===== src/rtl/gcm_pkg.sv =====
// Shared widths, data types and feeder FSM states for the AES-GCM front end.
package gcm_pkg;
  localparam int BLK_W = 128;
  localparam int IV_W  = 96;
  localparam int LEN_W = 64;

  typedef logic [BLK_W-1:0] block_t;
  typedef logic [BLK_W-1:0] key_t;
  typedef logic [IV_W-1:0]  iv_t;
  typedef logic [LEN_W-1:0] len_t;

  typedef enum logic [1:0] {IDLE, FILL, STREAM} feeder_state_e;
endpackage


===== src/rtl/gcm_blk_fifo.sv =====
// Synchronous block FIFO. Head is visible combinationally, and a pop or push takes effect on the next edge.
// A push while full and a pop while empty are ignored, so the caller may request blindly.
module gcm_blk_fifo
  import gcm_pkg::*;
#(
  parameter int DEPTH = 16
) (
  input  logic                   clk,
  input  logic                   rst_n,
  input  logic                   push,
  input  block_t                 push_data,
  input  logic                   pop,
  output block_t                 head,
  output logic                   full,
  output logic                   empty,
  output logic [$clog2(DEPTH):0] count
);
  localparam int AW = $clog2(DEPTH);

  block_t        mem [DEPTH];
  logic [AW-1:0] wr_ptr;
  logic [AW-1:0] rd_ptr;
  logic          do_push;
  logic          do_pop;

  assign full    = (count == (AW+1)'(DEPTH));
  assign empty   = (count == '0);
  assign do_push = push & ~full;
  assign do_pop  = pop & ~empty;
  assign head    = mem[rd_ptr];

  // Pointers wrap naturally because DEPTH is a power of two.
  always_ff @(posedge clk or negedge rst_n) begin
    if (!rst_n) begin
      wr_ptr <= '0;
      rd_ptr <= '0;
      count  <= '0;
    end else begin
      if (do_push) wr_ptr <= wr_ptr + 1'b1;
      if (do_pop)  rd_ptr <= rd_ptr + 1'b1;
      count <= count + (AW+1)'(do_push) - (AW+1)'(do_pop);
    end
  end

  always_ff @(posedge clk) begin
    if (do_push) mem[wr_ptr] <= push_data;
  end
endmodule


===== src/rtl/gcm_block_feeder.sv =====
// Buffers AAD/PT blocks and launches each descriptor into stage 1 as one gap-free burst. Issue is registered:
// a block popped in cycle N appears in cycle N+1. Blocks are backpressured only when the FIFO is full.
module gcm_block_feeder
  import gcm_pkg::*;
#(
  parameter int FIFO_DEPTH = 16,
  parameter int CNT_W      = 32
) (
  input  logic               clk,
  input  logic               i_rst_n,
  input  logic               i_desc_valid,
  output logic               o_desc_ready,
  input  logic [BLK_W-1:0]   i_desc_key,
  input  logic [IV_W-1:0]    i_desc_iv,
  input  logic [LEN_W-1:0]   i_desc_pt_bits,
  input  logic [LEN_W-1:0]   i_desc_aad_bits,
  input  logic               i_blk_valid,
  output logic               o_blk_ready,
  input  logic [BLK_W-1:0]   i_blk_data,
  output logic [BLK_W-1:0]   o_cipher_key,
  output logic [IV_W-1:0]    o_iv,
  output logic [2*LEN_W-1:0] o_instance_size,
  output logic [BLK_W-1:0]   o_aad,
  output logic [BLK_W-1:0]   o_plain_text,
  output logic               o_new_instance,
  output logic               o_pt_instance,
  output logic               o_busy,
  output logic               o_desc_err,
  output logic               o_underrun
);
  localparam int FC_W = $clog2(FIFO_DEPTH) + 1;

  feeder_state_e    state;
  logic             live;
  logic [CNT_W-1:0] tot_blks;
  logic [CNT_W-1:0] aad_blks;
  logic [CNT_W-1:0] issued;
  logic [CNT_W-1:0] fill_thr;
  block_t           head;
  logic             full;
  logic             empty;
  logic [FC_W-1:0]  fifo_count;
  logic             push;
  logic             pop;
  logic             desc_fire;
  logic             desc_bad;
  logic [LEN_W:0]   sum_bits;
  logic [LEN_W-7:0] sum_blks;

  // Ready stays low until the first clock after reset release, so every output reads 0 during reset.
  assign o_desc_ready = live & (state == IDLE);
  assign o_blk_ready  = live & ~full;
  assign o_busy       = (state != IDLE);
  assign push         = i_blk_valid & o_blk_ready;
  assign pop          = (state == STREAM);
  assign desc_fire    = i_desc_valid & o_desc_ready;

  assign sum_bits = {1'b0, i_desc_aad_bits} + {1'b0, i_desc_pt_bits};
  assign sum_blks = sum_bits[LEN_W:7];
  assign desc_bad = (i_desc_aad_bits[6:0] != '0) | (i_desc_pt_bits[6:0] != '0) |
                    (sum_bits == '0) | ((sum_blks >> CNT_W) != '0);
  assign fill_thr = (tot_blks < CNT_W'(FIFO_DEPTH)) ? tot_blks : CNT_W'(FIFO_DEPTH);

  gcm_blk_fifo #(.DEPTH(FIFO_DEPTH)) u_fifo (
    .clk       (clk),
    .rst_n     (i_rst_n),
    .push      (push),
    .push_data (i_blk_data),
    .pop       (pop),
    .head      (head),
    .full      (full),
    .empty     (empty),
    .count     (fifo_count)
  );

  always_ff @(posedge clk or negedge i_rst_n) begin
    if (!i_rst_n) begin
      state           <= IDLE;
      live            <= 1'b0;
      tot_blks        <= '0;
      aad_blks        <= '0;
      issued          <= '0;
      o_cipher_key    <= '0;
      o_iv            <= '0;
      o_instance_size <= '0;
      o_aad           <= '0;
      o_plain_text    <= '0;
      o_new_instance  <= 1'b0;
      o_pt_instance   <= 1'b0;
      o_desc_err      <= 1'b0;
      o_underrun      <= 1'b0;
    end else begin
      live           <= 1'b1;
      o_desc_err     <= 1'b0;
      o_aad          <= '0;
      o_plain_text   <= '0;
      o_new_instance <= 1'b0;
      o_pt_instance  <= 1'b0;
      case (state)
        IDLE: begin
          if (desc_fire) begin
            if (desc_bad) begin
              o_desc_err <= 1'b1;
            end else begin
              o_cipher_key    <= i_desc_key;
              o_iv            <= i_desc_iv;
              o_instance_size <= {i_desc_pt_bits, i_desc_aad_bits};
              aad_blks        <= CNT_W'(i_desc_aad_bits >> 7);
              tot_blks        <= CNT_W'(sum_blks);
              issued          <= '0;
              state           <= FILL;
            end
          end
        end
        FILL: begin
          if (CNT_W'(fifo_count) >= fill_thr) state <= STREAM;
        end
        STREAM: begin
          // An empty FIFO still consumes a slot: stage 1 counts cycles, so a zero block keeps it aligned.
          o_new_instance <= (issued == '0);
          if (issued < aad_blks) begin
            o_aad <= empty ? '0 : head;
          end else begin
            o_plain_text  <= empty ? '0 : head;
            o_pt_instance <= 1'b1;
          end
          if (empty) o_underrun <= 1'b1;
          issued <= issued + 1'b1;
          if (issued == tot_blks - 1'b1) state <= IDLE;
        end
        default: state <= IDLE;
      endcase
    end
  end
endmodule

===== config.mk =====
export PLATFORM = sky130hd
export DESIGN_NAME = gcm_block_feeder
export DESIGN_NICKNAME = d
export VERILOG_FILES = /design/src/rtl/gcm_pkg.sv /design/src/rtl/gcm_blk_fifo.sv /design/src/rtl/gcm_block_feeder.sv
export SDC_FILE = /design/constraint.sdc
export NUM_CORES = 2
export LEC_CHECK = 0
export CAP_MARGIN = 20
export CORE_MARGIN = 3
export CORE_UTILIZATION = 57
export CTS_CLUSTER_DIAMETER = 50
export DETAILED_ROUTE_END_ITERATION = 10
export PLACE_DENSITY = 0.86
export SLEW_MARGIN = 20
export SYNTH_ARGS = -nofsm -noshare
export SYNTH_HDL_FRONTEND = slang
export SYNTH_HIERARCHICAL = 1
export SYNTH_SLANG_ARGS = --single-unit

===== constraint.sdc =====
create_clock -name clk -period 19.65 [get_ports clk]
set_input_delay 3.93 -clock clk [delete_from_list [all_inputs] [get_ports clk]]
set_output_delay 3.93 -clock clk [all_outputs]
set_load 0.02 [all_outputs]

---- Yosys cells after proc, flatten, opt, wreduce, memory -nomap -nowiden ----
Memory sizes are Yosys's and may differ from the RTL's.
Index checks and enable logic that the tools add are counted.
storage, ports and cells
  RAM bits ................................ 2,048
  memories kept ........................... 1
  logic and storage cells ................. 83
  register bits ........................... 724
  output and inout bits ................... 615
  input bits .............................. 484
operators by class
  equal/unequal tests ..................... 8
  multiplexer cells ....................... 22
  bitwise logic cells ..................... 12
  add/subtract/negate cells ............... 7
  reduce and logical (&&, ||, !) cells .... 13
  order comparisons ....................... 3
memories
  name        words  bits a word  read ports  clocked after Yosys merged registers in  write ports  RTL line            text
  u_fifo.mem  16     128          1           0                                        1            gcm_blk_fifo.sv:20  block_t mem [DEPTH];
operators with widths
  operator                                              count
  2-to-1 mux 128 bit                                    5
  2-to-1 mux 32 bit                                     3
  adder 64 x 64 -> 65 bit                               1
  logical NOT 65 bit                                    1
  case mux 32 bit (2 select lines)                      1
  nonzero test 58 bit                                   1
  adder 32 x 1 -> 32 bit (second input constant)        1
  == test 32 bit                                        1
  greater-or-equal comparator 5 x 32 -> 1 bit           1
  logical NOT 32 bit                                    1
  < comparator 32 bit                                   1
  < comparator 32 x 5 -> 1 bit (second input constant)  1
  subtractor 32 x 1 -> 32 bit (second input constant)   1
  nonzero test 7 bit                                    2
  adder 4 x 1 -> 4 bit (second input constant)          2
  2-to-1 mux 1 bit                                      8
  2-to-1 mux 2 bit                                      4
  != test 2 bit (second input constant)                 4
  bitwise AND 1 bit                                     6
  case mux 2 bit (3 select lines)                       1
  AND reduction 3 bit                                   2
  adder 5 x 1 -> 5 bit                                  1
  == test 5 bit (second input constant)                 1
  logical NOT 5 bit                                     1
  9 further kinds                                       14

---- Logic depth before layout (Yosys ltp) ----
  word-level depth ........................ 7
  mapped depth ............................ 16
  mapped depth without buffers ............ 15

---- By module ----
The synthesis kept the hierarchy.
modules (own cells, without submodules)
  module            cells an instance  instances  area an instance (um^2)  seq. area each (um^2)
  gcm_blk_fifo      3,760              1          79,501.2                 61,824.3
  gcm_block_feeder  2,825              1          32,951.6                 16,991.3

---- Worst setup path after synthesis ----
OpenSTA, ideal clock, no wires.
  kind .................................... input port to flip-flop
  from .................................... in i_blk_valid
  to ...................................... mem u_fifo/mem[0][0] (netlist bit), enable pin
  library setup time ...................... 0.929 ns
  data required time ...................... 18.721 ns
  setup slack ............................. 2.253 ns
  stages on the path ...................... 5
  buffers on the path ..................... 1
  data arrival time ....................... 16.468 ns
  cell sequence ........................... and2_1 -> nor2b_1 -> clkbuf_2 -> inv_1 -> nor4_1
between the ends
  longest elaborated chain between the ends .. 4
ends and longest elaborated chain
  item                                    RTL line                text
  start: declaration                      gcm_block_feeder.sv:17  input logic i_blk_valid,
  bitwise AND 1 bit                       gcm_block_feeder.sv:54  assign push = i_blk_valid & o_blk_ready;
  bitwise AND 1 bit                       gcm_blk_fifo.sv:28      assign do_push = push & ~full;
  2-to-1 mux 1 bit                        gcm_blk_fifo.sv:46      if (do_push) mem[wr_ptr] <= push_data;
  2-to-1 mux 1 bit (implied by the code)  gcm_blk_fifo.sv:46
  end: declaration                        gcm_blk_fifo.sv:20
No other way between the ends.

---- Worst setup path after layout ----
  from .................................... in i_desc_pt_bits[43]
  to ...................................... reg o_instance_size[7]
between the ends
  longest elaborated chain between the ends .. 6
  elaborated cells on any way between the ends .. 7
  classes of those cells .................. add/sub (1); bitwise (3); reduce/logical (3)
ends and longest elaborated chain
  item                             RTL line                 text
  start: declaration               gcm_block_feeder.sv:15   input logic [LEN_W-1:0] i_desc_pt_bits,
  adder 64 x 64 -> 65 bit *        gcm_block_feeder.sv:58   assign sum_bits = {1'b0, i_desc_aad_bits} + {1'b0, i_desc_pt_bits};
  logical NOT 65 bit               gcm_block_feeder.sv:61   (sum_bits == '0) | ((sum_blks >> CNT_W) != '0);
  OR 1 bit                         gcm_block_feeder.sv:60   assign desc_bad = (i_desc_aad_bits[6:0] != '0) | (i_desc_pt_bits[6:0] != '0) |
  OR 1 bit *                       gcm_block_feeder.sv:61
  NOT 1 bit (no line) *            -
  AND reduction 3 bit (no line) *  -
  end signal: assignment           gcm_block_feeder.sv:107  o_instance_size <= {i_desc_pt_bits, i_desc_aad_bits};
  end: declaration                 gcm_block_feeder.sv:22   output logic [2*LEN_W-1:0] o_instance_size,
Every way passes the cells marked *; elsewhere a longest branch is shown, timed or not.
A chain may end at the register's enable or synchronous reset.

==> metrics.json <==
{
  "synthArstFlopShare": 0.253,
  "power.static_leakage_nw": 47.4,
  "grt.met2_usage": 0.564,
  "grt_most_used_layer": "met2",
  "die_w_microns": 450,
  "netlist.top_cell.by_area": "sky130_fd_sc_hd__edfxtp_1",
  "critical_path_arrival_ps": 11940,
  "area_growth_syn_to_layout_pct": 20.4,
  "detailed_route_wl_mm": 358,
  "groute.layer.met1.usage": 0.422,
  "hold_viol": 0,
  "post_drt_via_cell_ratio": 6.45,
  "drt_pre_antenna_iters": 7,
  "max_root_sink_buffers": 4,
  "initial_standard_cell_utilization_of_the_core": 0.575,
  "io_pins": 1099,
  "drive_above_1_share": 0.167,
  "setup.worst_path.end_class": "register",
  "layout.core_utilization": 0.692,
  "number_of_distinct_library_cell_variants_in_the_gate_level_netlist_after_synthesis": 94,
  "critPathTopFamily": "buffers and inverters",
  "cp_cell_sequence": "clkdlybuf4s50_1 > ha_1 > nand4_1 > nand2b_1 > or2_2 > o211a_1 > o311a_1 > a2111oi_0 > nand4b_2 > nor2_4 > buf_4 > buf_4 > buf_4 > mux2_2",
  "critical_path_buffers_and_inverters": 4,
  "synth.net_count": 7185,
  "post_cts.repair.setup_buffers": 0,
  "grt_use_met3": 0.0808,
  "tightestPinTransition_ps": 1220,
  "final.setup_skew_ps": 126,
  "number_of_placement_rows": 162,
  "design.core.area_sq_um": 196000,
  "postCtsHoldBufs": 0,
  "number_of_antenna_violations_at_the_first_check_in_global_routing": 98,
  "cts.root.buffer_cell": "sky130_fd_sc_hd__clkbuf_16",
  "post_synth_inst_count": 6585,
  "layout.cells.non_filler": 10600,
  "cts_num_sinks": 2740,
  "rsz0062_at_grt": "no",
  "synthFlopType": "sky130_fd_sc_hd__edfxtp_1",
  "via_count_of_the_first_global_routing_pass": 69800,
  "post_synth_instance_area_sq_um": 112000,
  "worst_hold_path_type": "register to register",
  "cts_tree": "done",
  "final-setup-viol-count": 0,
  "avgSynthCellArea_sq_um": 17.1,
  "drt-wirelength-per-cell_microns": 33.6,
  "place.port_buffers": 1098,
  "crit_path_max_fanout": 61,
  "ys_seq_elements": 2740,
  "timing.critical_path.required_ps": 20410,
  "synth_sequential_area_ratio": 0.701,
  "final_slew_viol_count": 0,
  "insertion_delay_ps": 970,
  "critical-path-top-cell-by-count": "sky130_fd_sc_hd__buf_4",
  "totalNegativeSetupSlack_ps": 0,
  "cts_repair_resize_count": 0,
  "die_height_microns": 450,
  "htreeDepth": 5,
  "path_type_of_the_worst_setup_path": "input port to register",
  "vias": 68700,
  "worst_setup_path_start_kind": "input port",
  "netlist_top_cells_count": "2048 x sky130_fd_sc_hd__edfxtp_1, 692 x sky130_fd_sc_hd__dfrtp_1, 520 x sky130_fd_sc_hd__mux2i_1",
  "dr.first_iter.drc_count": 8545,
  "clkTransAtPathRegs_ps": 60,
  "yosys_warnings": 6,
  "vdd_drop_max_uv": 90.9,
  "relSlewSlack": 0.189,
  "netlist_top_cells_area": "sky130_fd_sc_hd__edfxtp_1 55%, sky130_fd_sc_hd__dfrtp_1 15%, sky130_fd_sc_hd__mux4_2 5.1%, sky130_fd_sc_hd__mux2i_1 4.6%, sky130_fd_sc_hd__mux2_4 4.4%",
  "fmaxAchievable_mhz": 89.5,
  "synth-edff-count": 2048,
  "route.antenna.remaining_nets": 0,
  "die_area_sq_um": 203000,
  "global_route_wire_length_before_repair_mm": 508,
  "yosysMostFrequentCell": "sky130_fd_sc_hd__edfxtp_1",
  "yosys.area.top_type_share": 0.547,
  "dp.final_hpwl_mm": 218,
  "gr-usage-all-layers": 0.347,
  "cts_buffers": 310,
  "critPathSlowestCell": "sky130_fd_sc_hd__buf_4",
  "count_of_unresolved_drc_violations_after_routing": 0,
  "final_period_minus_worst_setup_slack_ps": 11180,
  "power.density_cell_area_nw_per_um2": 95.8,
  "globalRoute.totalOverflow": 0,
  "nNetsFinal": 8316,
  "final_min_period_over_clock_period": 0.569,
  "status": "completed",
  "drv_cap": 0,
  "maximum_number_of_pins_on_one_net_before_global_route_repair": 165,
  "dp.cells": 10000,
  "critical-path-max-stage-delay_ps": 950,
  "globalplace.congestion": 1.00
}
[area by class of cell]
class | count | area, sq um
clock buffer | 405 | 8390
tap | 2624 | 3280
fill | 11800 | 60200
multi-input combinational | 3416 | 31200
clock inverter | 139 | 1460
sequential | 2740 | 78800
timing repair buffer | 1183 | 11800
inverter | 65 | 249
antenna | 67 | 168
[per-layer routing]
layer,wire length (microns),vias to the layer above
met3,34000,951
met2,176000,4573
met5,385,-
met1,122000,35000
li1,-,28100
met4,25100,54
[worst register-to-register path, cell delays in order (launching register included)]
cell and delay (ps):
sky130_fd_sc_hd__dfrtp_1 400, sky130_fd_sc_hd__or2_2 360, sky130_fd_sc_hd__nor2_1 670, sky130_fd_sc_hd__nand2_1 240
sky130_fd_sc_hd__and4b_1 480, sky130_fd_sc_hd__o31ai_4 180, sky130_fd_sc_hd__nor2_4 540, sky130_fd_sc_hd__buf_4 760
sky130_fd_sc_hd__buf_4 980, sky130_fd_sc_hd__buf_4 1020, sky130_fd_sc_hd__mux2_2 500
[stage by stage]
| step | power [mW] | area [sq um] | hold WS [ps] | worst slack [ps] |
|---|---|---|---|---|
| after global placement | 7.37 | 125000 | 465 | 7960 |
| final | 13.0 | 135000 | 492 | 8470 |
| after floorplan | 7.02 | 112000 | 473 | 2250 |
| after CTS | 13.0 | 135000 | 492 | 8730 |
| after detailed placement | 7.41 | 125000 | 467 | 7770 |
| after global routing | 13.3 | 135000 | 507 | 8250 |
[placed cells by master (no fill, tap or decap), types with 16 or more instances in the layout]
master / n
sky130_fd_sc_hd__diode_2: 67
sky130_fd_sc_hd__nor4_1: 26
sky130_fd_sc_hd__a221oi_1: 157
sky130_fd_sc_hd__or2_2: 20
sky130_fd_sc_hd__xnor2_1: 54
sky130_fd_sc_hd__nand4_1: 55
sky130_fd_sc_hd__xor2_1: 47
sky130_fd_sc_hd__clkbuf_1: 74
sky130_fd_sc_hd__mux4_2: 256
sky130_fd_sc_hd__nand2_1: 400
sky130_fd_sc_hd__mux2_2: 35
sky130_fd_sc_hd__mux2_4: 331
sky130_fd_sc_hd__a21o_1: 39
sky130_fd_sc_hd__a211oi_1: 16
sky130_fd_sc_hd__inv_1: 64
sky130_fd_sc_hd__edfxtp_1: 2048
sky130_fd_sc_hd__o21a_1: 23
sky130_fd_sc_hd__nor2_1: 373
sky130_fd_sc_hd__nor2b_1: 24
sky130_fd_sc_hd__a21oi_1: 113
sky130_fd_sc_hd__clkinv_2: 34
sky130_fd_sc_hd__bufinv_16: 24
sky130_fd_sc_hd__nor3_1: 45
sky130_fd_sc_hd__o21ai_1: 29
sky130_fd_sc_hd__or3_1: 20
sky130_fd_sc_hd__buf_4: 71
sky130_fd_sc_hd__clkdlybuf4s50_1: 1097
sky130_fd_sc_hd__o21ai_0: 205
sky130_fd_sc_hd__clkbuf_16: 316
sky130_fd_sc_hd__a22oi_1: 131
sky130_fd_sc_hd__nand3_1: 37
sky130_fd_sc_hd__dfrtp_1: 688
sky130_fd_sc_hd__mux2i_1: 520
sky130_fd_sc_hd__ha_1: 114
sky130_fd_sc_hd__clkinv_1: 36
sky130_fd_sc_hd__a221oi_2: 103
[cell families (layout without fill, tap and decap cells)]
kind of cell | after synthesis | in the layout | share of synthesized area
AND/OR/NAND/NOR | 1112 | 1112 | 0.0448
flip-flops | 2740 | 2740 | 0.701
multiplexers | 1145 | 1145 | 0.146
buffers and inverters | 429 | 1792 | 0.0226
XOR/XNOR | 101 | 101 | 0.00787
AO/OA/AOI/OAI | 941 | 941 | 0.0652
other | 1 | 68 | 0.0000333
adder cells (fa/ha/maj) | 116 | 116 | 0.0130
[where the power goes]
| part | switching [mW] | internal (mW) |
|---|---|---|
| logic | 0.532 | 0.249 |
| registers | 0.0663 | 6.47 |
| clock network | 2.31 | 3.34 |
| total | 2.91 | 10.1 |
[state kept, by name, indices dropped and copies added, names as in the netlist]
name	cells
u_fifo/mem	2048
o_iv	96
issued	32
o_new_instance	1
o_desc_err	1
state	2
o_underrun	1
u_fifo/count	5
o_plain_text	128
u_fifo/rd_ptr	4
o_aad	128
tot_blks	32
live	1
o_pt_instance	1
u_fifo/wr_ptr	4
o_cipher_key	128
o_instance_size	128
[path summary, 6_finish.rpt]
kind	start	to	slack, ps	cells after the start
min in group asynchronous	i_rst_n	o_cipher_key[100]	3050	1
hold reg to reg	o_underrun	o_underrun	490	1
hold / removal	o_underrun	o_underrun	490	1
max in group asynchronous	i_rst_n	o_aad[33]	13880	4
setup / recovery	i_desc_pt_bits[43]	o_instance_size[7]	8470	14
setup reg to reg	state[1]	o_instance_size[7]	13400	10
No activity file was read; power rests on OpenSTA's default activity.
